### src/rtl/mult_n_by_n_pkg.sv
// Shared types and helpers for the iterative N x N multiplier.
// abs_n works on a zero-extended 64-bit container, so operand widths up to 64 are supported.
package mult_pkg;

  typedef enum logic [1:0] {IDLE, BUSY, DONE} mult_state_t;

  // Magnitude of an n-bit value; -2^(n-1) maps to 2^(n-1) as an unsigned n-bit number.
  function automatic logic [63:0] abs_n(input logic [63:0] v, input int unsigned n, input logic sgn);
    logic [63:0] mask;
    logic        msb;
    mask = (n >= 64) ? '1 : ((64'd1 << n) - 64'd1);
    msb  = ((v >> (n - 1)) & 64'd1) != 64'd0;
    if (sgn && msb) abs_n = (~v + 64'd1) & mask;
    else            abs_n = v & mask;
  endfunction

endpackage

### src/rtl/mult_n_by_n_if.sv
// Request/response bundle between the RV32M execute stage and the multiplier.
// master drives the operands and holds start; slave returns done and result.
interface mult_n_by_n_if #(parameter int N = 32);
  logic           is_signed;
  logic           start;
  logic           done;
  logic [N-1:0]   a;
  logic [N-1:0]   b;
  logic [2*N-1:0] result;

  modport master (output is_signed, start, a, b, input done, result);
  modport slave  (input is_signed, start, a, b, output done, result);
endinterface

### src/rtl/mult_n_by_n.sv
// Iterative sign-magnitude N x N -> 2N multiplier, M multiplier bits per cycle with early exit.
// Latency: load edge plus ceil(bitlen(|b|)/M) busy edges; done held while start stays high, start drop aborts.
module mult_n_by_n
  import mult_pkg::*;
#(
  parameter int N = 32,
  parameter int M = 4
) (
  input  logic          clk_100,
  input  logic          reset,
  mult_n_by_n_if.slave  bus
);

  localparam int SW = $clog2(N) + 1;

  mult_state_t    state, state_nx;
  logic [N-1:0]   ua, ua_nx;
  logic [N-1:0]   ub, ub_nx;
  logic           neg, neg_nx;
  logic [2*N-1:0] acc, acc_nx;
  logic [2*N-1:0] res, res_nx;
  logic           done, done_nx;
  logic [SW-1:0]  shift, shift_nx;

  logic [N-1:0]   a_abs, b_abs;
  logic [N+M-1:0] pp;
  logic [2*N-1:0] acc_sum;
  logic [N-1:0]   ub_shr;

  assign a_abs   = N'(abs_n(64'(bus.a), N, bus.is_signed));
  assign b_abs   = N'(abs_n(64'(bus.b), N, bus.is_signed));
  assign pp      = {{M{1'b0}}, ua} * {{N{1'b0}}, ub[M-1:0]};
  assign acc_sum = acc + ({{(N-M){1'b0}}, pp} << shift);
  assign ub_shr  = ub >> M;

  always_comb begin
    state_nx = state;
    ua_nx    = ua;
    ub_nx    = ub;
    neg_nx   = neg;
    acc_nx   = acc;
    res_nx   = res;
    done_nx  = done;
    shift_nx = shift;
    case (state)
      IDLE: begin
        done_nx = 1'b0;
        if (bus.start) begin
          ua_nx    = a_abs;
          ub_nx    = b_abs;
          neg_nx   = bus.is_signed & (bus.a[N-1] ^ bus.b[N-1]);
          acc_nx   = '0;
          shift_nx = '0;
          // A zero operand needs no iteration and cannot produce a negative result.
          if (a_abs == '0 || b_abs == '0) begin
            res_nx   = '0;
            done_nx  = 1'b1;
            state_nx = DONE;
          end else begin
            state_nx = BUSY;
          end
        end
      end
      BUSY: begin
        if (!bus.start) begin
          done_nx  = 1'b0;
          state_nx = IDLE;
        end else begin
          acc_nx   = acc_sum;
          ub_nx    = ub_shr;
          shift_nx = shift + SW'(M);
          if (ub_shr == '0) begin
            res_nx   = neg ? -acc_sum : acc_sum;
            done_nx  = 1'b1;
            state_nx = DONE;
          end
        end
      end
      DONE: begin
        if (!bus.start) begin
          done_nx  = 1'b0;
          state_nx = IDLE;
        end
      end
      default: begin
        done_nx  = 1'b0;
        state_nx = IDLE;
      end
    endcase
  end

  always_ff @(posedge clk_100 or posedge reset) begin
    if (reset) begin
      state <= IDLE;
      ua    <= '0;
      ub    <= '0;
      neg   <= 1'b0;
      acc   <= '0;
      res   <= '0;
      done  <= 1'b0;
      shift <= '0;
    end else begin
      state <= state_nx;
      ua    <= ua_nx;
      ub    <= ub_nx;
      neg   <= neg_nx;
      acc   <= acc_nx;
      res   <= res_nx;
      done  <= done_nx;
      shift <= shift_nx;
    end
  end

  assign bus.done   = done;
  assign bus.result = res;

endmodule

### src/flat_wrapper.sv
// flat-port wrapper written by rule: the top's interface ports become plain ports
module mult_n_by_n_flat import mult_pkg::*;
#(
  parameter int N = 32,
  parameter int M = 4
)
  (clk_100, reset, bus_is_signed, bus_start, bus_a, bus_b, bus_done, bus_result);
  mult_n_by_n_if #(.N(N)) bus_i ();
  input  logic clk_100;
  input  logic reset;
  input wire logic [$bits(bus_i.is_signed)-1:0] bus_is_signed;
  input wire logic [$bits(bus_i.start)-1:0] bus_start;
  input wire logic [$bits(bus_i.a)-1:0] bus_a;
  input wire logic [$bits(bus_i.b)-1:0] bus_b;
  output wire logic [$bits(bus_i.done)-1:0] bus_done;
  output wire logic [$bits(bus_i.result)-1:0] bus_result;
  assign bus_i.is_signed = bus_is_signed;
  assign bus_i.start = bus_start;
  assign bus_i.a = bus_a;
  assign bus_i.b = bus_b;
  assign bus_done = bus_i.done;
  assign bus_result = bus_i.result;
  mult_n_by_n #(.N(N), .M(M)) u_core (.clk_100(clk_100), .reset(reset), .bus(bus_i));
endmodule
### config.mk
export PLATFORM = sky130hd
export DESIGN_NAME = mult_n_by_n_flat
export DESIGN_NICKNAME = d
export VERILOG_FILES = /design/src/rtl/mult_n_by_n_pkg.sv /design/src/rtl/mult_n_by_n_if.sv /design/src/rtl/mult_n_by_n.sv /design/src/flat_wrapper.sv
export SDC_FILE = /design/constraint.sdc
export NUM_CORES = 1
export LEC_CHECK = 0
export BUFFER_PORTS_ARGS = -buffer_cell sky130_fd_sc_hd__buf_2
export CORE_MARGIN = 10
export CORE_UTILIZATION = 55
export DETAILED_ROUTE_END_ITERATION = 12
export GPL_TIMING_DRIVEN = 1
export PLACE_DENSITY = 0.76
export SLEW_MARGIN = 20
export SYNTH_ARGS = -nofsm -noshare
export SYNTH_HDL_FRONTEND = slang
export SYNTH_SLANG_ARGS = --single-unit
### constraint.sdc
create_clock -name clk_100 -period 8.75 [get_ports clk_100]
set_input_delay 2.1875 -clock clk_100 [delete_from_list [all_inputs] [get_ports clk_100]]
set_output_delay 2.1875 -clock clk_100 [all_outputs]
set_load 0.005 [all_outputs]
# Yosys cells after proc, flatten, opt, wreduce, memory -nomap -nowiden
# Index checks and enable logic that the tools add are counted.
[word_totals] register_bits=202 word_cells=69
[classes] addsub=5 reduce_logical=13 eq_ne=8 n_bitwise=4 shift=1 mux=29 n_mul=1
[ops] cell="2-to-1 mux 64 bit" n=7
[ops] cell="case mux 64 bit (2 select lines)" n=2
[ops] cell="2-to-1 mux 32 bit" n=4
[ops] cell="logical NOT 32 bit" n=3
[ops] cell="adder 32 x 1 -> 32 bit, second input constant" n=2
[ops] cell="adder 64 bit" n=1
[ops] cell="negation 64 bit" n=1
[ops] cell="NOT 32 bit" n=2
[ops] cell="case mux 32 bit (2 select lines)" n=1
[ops] cell="left shift 36 x 6 -> 64 bit" n=1
[ops] cell="multiplier 32 x 4 -> 36 bit" n=1
[ops] cell="2-to-1 mux 6 bit" n=2
[ops] cell="case mux 6 bit (2 select lines)" n=1
[ops] cell="2-to-1 mux 2 bit" n=5
[ops] cell="adder 6 x 3 -> 6 bit, second input constant" n=1
[ops] cell="!= test 2 bit, second input constant" n=3
[ops] cell="case mux 2 bit (3 select lines)" n=1
[ops] cell="AND reduction 3 bit" n=2
[ops] cell="2-to-1 mux 1 bit" n=5
[ops] cell="AND reduction 5 bit" n=1
[ops] cell="!= test 2 x 1 -> 1 bit, second input constant" n=2
[ops] cell="AND reduction 2 bit" n=2
[ops] cell="!= test 3 x 2 -> 1 bit, second input constant" n=1
[ops] cell="case mux 1 bit (3 select lines)" n=1
[ops] cell="8 further kinds" n=9

# Longest topological paths before layout
[logic_depth] depth_word=8 ltp_mapped=34 ltp_nobuf=31

# Worst setup path after synthesis
# OpenSTA, ideal clock, no wires.
[synth_path] kind="reg2reg" from="reg u_core.ub[3]" to="reg u_core.res[62], in the netlist u_core.bus.result[62]" path_slack_ns=0.623 t_required_ns=8.619 n_path_buf=3 arrival_ns=7.996 stages_incl_launch_ff=35 cell_sequence="dfrtp_1 > clkbuf_1 > and2_1 > fa_1 > inv_1 > fa_1 > inv_1 > ha_1 > nand2_1 > o21a_1 > or2_2 > a311oi_1 > o21ai_0 > a211oi_1 > o2111ai_1 > and3_1 > a211oi_1 > mux2_2 > and2_1 > o32ai_1 > ha_1 > clkbuf_1 > and4_1 > clkbuf_1 > and2_1 > nand4_1 > a21oi_1 > nor3_1 > xnor2_1 > or3_1 > nor4b_2 > nand3b_1 > o41ai_1 > xnor2_1 > o21ai_1"
[synth_between] elab_chain_cells=8
[synth_lines] item="start: declaration" line="mult_n_by_n.sv:18" source="logic [N-1:0] ub, ub_nx;"
[synth_lines] item="start signal: assignment" line="mult_n_by_n.sv:105" source="ub <= ub_nx;"
[synth_lines] item="multiplier 32 x 4 -> 36 bit *" line="mult_n_by_n.sv:32" source="assign pp = {{M{1'b0}}, ua} * {{N{1'b0}}, ub[M-1:0]};"
[synth_lines] item="left shift 36 x 6 -> 64 bit *" line="mult_n_by_n.sv:33" source="assign acc_sum = acc + ({{(N-M){1'b0}}, pp} << shift);"
[synth_lines] item="adder 64 bit *" line="mult_n_by_n.sv:33"
[synth_lines] item="negation 64 bit" line="mult_n_by_n.sv:73" source="res_nx = neg ? -acc_sum : acc_sum;"
[synth_lines] item="2-to-1 mux 64 bit *" line="mult_n_by_n.sv:73"
[synth_lines] item="2-to-1 mux 64 bit *" line="mult_n_by_n.sv:72" source="if (ub_shr == '0) begin"
[synth_lines] item="2-to-1 mux 64 bit *" line="mult_n_by_n.sv:65" source="if (!bus.start) begin"
[synth_lines] item="case mux 64 bit (2 select lines) *" line="mult_n_by_n.sv:45" source="case (state)"
[synth_lines] item="end signal: assignment" line="mult_n_by_n.sv:108" source="res <= res_nx;"
[synth_lines] item="end: declaration" line="mult_n_by_n.sv:21" source="logic [2*N-1:0] res, res_nx;"
# Mark *: on every way between the ends. The rest lies on a longest branch, timed or not. The select of a mux whose other input is x is not followed.
# A chain may end at the register's enable or synchronous reset.

# Worst setup path after layout
[layout_path] from="reg u_core.ub[2]" to="reg u_core.res[60], in the netlist u_core.bus.result[60]"
# Same word-level chain as after synthesis.

==> summary.md <==
| Metric | Value |
|---|---|
| Initial antenna violation count | 1 |
| Wire per inst | 21.88 um |
| FFs w/ async S/R, synth | 1.000 |
| Register area share after synthesis | 0.2323 |
| Antenna cells | 0 |
| Final setup viols | 0 |
| Hold Path Origin | u_core.bus.result[20] |
| Placed instance area | 24,980 um^2 |
| CTS sink cnt | 200 |
| DR vias/cell | 6.244 |
| Layout cell share with drive strength beyond 1 | 0.2114 |
| Syn Area/Cell | 7.703 um^2 |
| FF+latch count, synth | 200 |
| Core area | 38,740 um^2 |
| Slew HR | 0.2950 |
| Clock Latency Late Sink | 0.52 ns |
| VDD IR max | 226.8 uV |
| Yosys top cell by area | dfrtp_1 |
| Max Transition Viols Final | 0 |
| Maximum clock path buffer count | 2 |
| Final Instance Area | 26,150 um^2 |
| Max-Cap Viols | 0 |
| Most frequent cells in the layout | 374 x nand2_1, 362 x buf_4, 251 x o21ai_0 |
| Fmax | 117.6 MHz |
| CTS clock-pin slew for the worst setup and hold paths | 0.09 ns |
| R2r endpoint | u_core.bus.result[60] |
| CP Class | reg -> reg |
| Pwr/cell area | 412.3 nW/um^2 |
| RSZ-0062 raised after global routing | true |
| Syn_nets | 3,034 |
| Ranking of synthesized cells by area | dfrtp_1 23%, nand2_1 6.6%, ha_1 6.3%, o21ai_0 6.2%, fa_1 5.7% |
| Most common cell after layout, fill and taps aside | nand2_1 |
| Largest net degree at the start of global routing | 92 |
| Flop-to-flop setup slack | 0.25 ns |
| Tot GR Track Use | 0.3321 |
| Synthesized area | 21,550 um^2 |
| Required @ worst endpoint | 9.13 ns |
| Run status | complete, no violations |
| Layout Skew | 0.01832 ns |
| # fillers | 3,305 |
| First-pass GRT wire length | 124,900 um |
| Hold_ws | 0.4767 ns |
| Setup crit end kind | flop |
| Worst Max-Slew Pin Slew | 1.055 ns |
| Std cell rows | 72 |
| Reg2Reg Depth | 39 |
| Total design power | 10.78 mW |
| Root buffer cell | clkbuf_16 |
| DRC violations left | 0 |
| Hold Crit Endpoint | u_core.bus.result[20] |
| Initial Utilization | 0.5562 |
| I/O pins | 133 |
| GR Overflow Total | 0 |
| Number of port buffers | 132 |
| Vias | 23,080 |
| Router iterations before antenna repair | 5 |
| Final Hold Fails | 0 |
| Hold Crit Class | reg -> reg |
| DR iter-0 viols | 2,043 |
| CP arrival | 8.89 ns |
| Final #Nets | 3,403 |
| Non-Filler Instances | 3,697 |
| Leak | 12.51 nW |
| Dpl hpwl | 64,200 um |
| Global placement routability congestion | 1.057 |
| Final ANT Viol Nets | 0 |
| Layout area overhead | 21.37% |
| Full die area | 47,490 um^2 |
| Post-Place Cells | 3,652 |
| Vias in the first global route | 22,500 |
| Worst-path fanout max | 9 |
| Period utilization | 0.9720 |
| H-tree depth | 4 |
| Most frequent CP cell | buf_4 |
| Number of flops mapped to enable cells by yosys | 0 |
| Final setup TNS | 0 ns |
| Top FF cell, synth | dfrtp_1 |
| Slowest-stage cell, CP | fa_1 |
| Reg2reg start | u_core.ub[2] |
| Num CTS Buffers | 17 |
| TritonCTS clock tree | done |
| Crit path largest cell delay | 0.53 ns |
| Die X | 217.9 um |
| Yosys cell types | 97 |
| DIE HEIGHT | 217.9 um |
| Share of the synthesized area in the top cell type | 0.2323 |
| WL final | 80,880 um |
| Critical path launch point type | flop |
| Worst hold path depth | 2 |
| Synth Instances | 2,797 |
| Yosys warns | 0 |
| Fin crit period | 8.505 ns |
==> per-layer routing <==
metal,global-route usage,wire length [um],up-vias
met4,0.1946,5149,0
li1,-,-,10760
met1,0.4029,32090,11040
met3,0.05895,5747,240
met5,0,0,-
met2,0.5446,37890,1045
==> power breakdown <==
group          switching, mW  internal (mW)  leakage [nW]  total, mW
Sequential             0.148           1.06          2.66       1.21
Combinational           5.00           3.68          9.54       8.68
Clock                  0.463          0.426         0.314      0.889
Total                   5.61           5.17          12.5       10.8
==> Yosys cell counts, drive strengths merged (6+ instances only) <==
library cell,n
nand4b,8
nor2b,12
o2111ai,6
nor3,47
or4,18
nand3,44
o21ai,276
a21o,56
o311ai,6
or2,17
xor2,100
o41ai,12
a211o,6
dfrtp,200
mux2,17
o31ai,41
nand2b,15
a21oi,187
a22oi,7
or3,24
and3,27
inv,155
clkbuf,130
o211ai,15
and4,8
ha,108
o21a,13
nor4b,9
o22ai,19
o21bai,10
a22o,58
buf,18
and2,122
a211oi,17
nand2,378
a31oi,35
nor3b,7
a21boi,11
nand4,45
nor4,28
nor2,197
mux2i,46
fa,61
xnor2,95
a311oi,6
==> worst max-delay path by stage <==
stage,startpoint,endpoint
detailed placement,u_core.ub[3],u_core.bus.result[59]
global placement,u_core.ub[2],u_core.bus.result[56]
finish,u_core.ub[2],u_core.bus.result[60]
CTS,u_core.ub[2],u_core.bus.result[59]
global route,u_core.ub[2],u_core.bus.result[60]
floorplan,u_core.ub[3],u_core.bus.result[62]
==> state kept, by name, summed over array words and instances (netlist names) <==
name               flops
u_core.bus.done        1
u_core.ub             32
u_core.shift           4
u_core.bus.result     64
u_core.acc            64
u_core.ua             32
u_core.neg             1
u_core.state           2
==> cell families after synthesis <==
logic type | after synthesis | share of synthesized area
simple gates | 1022 | 0.2346
compound gates | 841 | 0.2492
buf+inv | 306 | 0.05395
flops | 200 | 0.2323
xor+xnor | 195 | 0.07927
fa+ha+maj | 169 | 0.1194
mux | 64 | 0.03130
==> per-stage QoR <==
stage / worst slack [ns] / utilization
floorplan: 0.6231 / -
global placement: -0.01642 / 0.6448
detailed placement: -0.2861 / 0.6448
CTS: 0.004995 / 0.6631
global route: -0.09549 / 0.6751
finish: 0.2454 / 0.6751
==> repair_timing <==
action                                  CTS  global route
gates resized for setup                  17            82
pin swaps                                 0            18
setup buffers                             0            13
endpoints found under the setup margin   23            32
hold buffers                              0             0
gates cloned                              0             0
==> area by class of cell <==
| type | count | area, um^2 | area share |
|---|---|---|---|
| multi-input cells | 2291 | 15810 | 0.6044 |
| clock buffers | 17 | 425.4 | 0.01627 |
| clock inverters | 15 | 227.7 | 0.008708 |
| repair buffers | 498 | 3433 | 0.1313 |
| well taps | 518 | 648.1 | 0.02478 |
| flip-flops and latches | 200 | 5010 | 0.1916 |
| inverters | 158 | 600.6 | 0.02297 |
==> worst max-delay path, delay by kind of cell, from the launching register on <==
family | cells | cell delay, ns
compound gates | 15 | 2.89
fa+ha+maj | 4 | 1.68
buf+inv | 10 | 1.41
xor+xnor | 3 | 0.85
simple gates | 5 | 0.71
flops | 1 | 0.46
mux | 2 | 0.38
(Power assumes the default switching activity.)
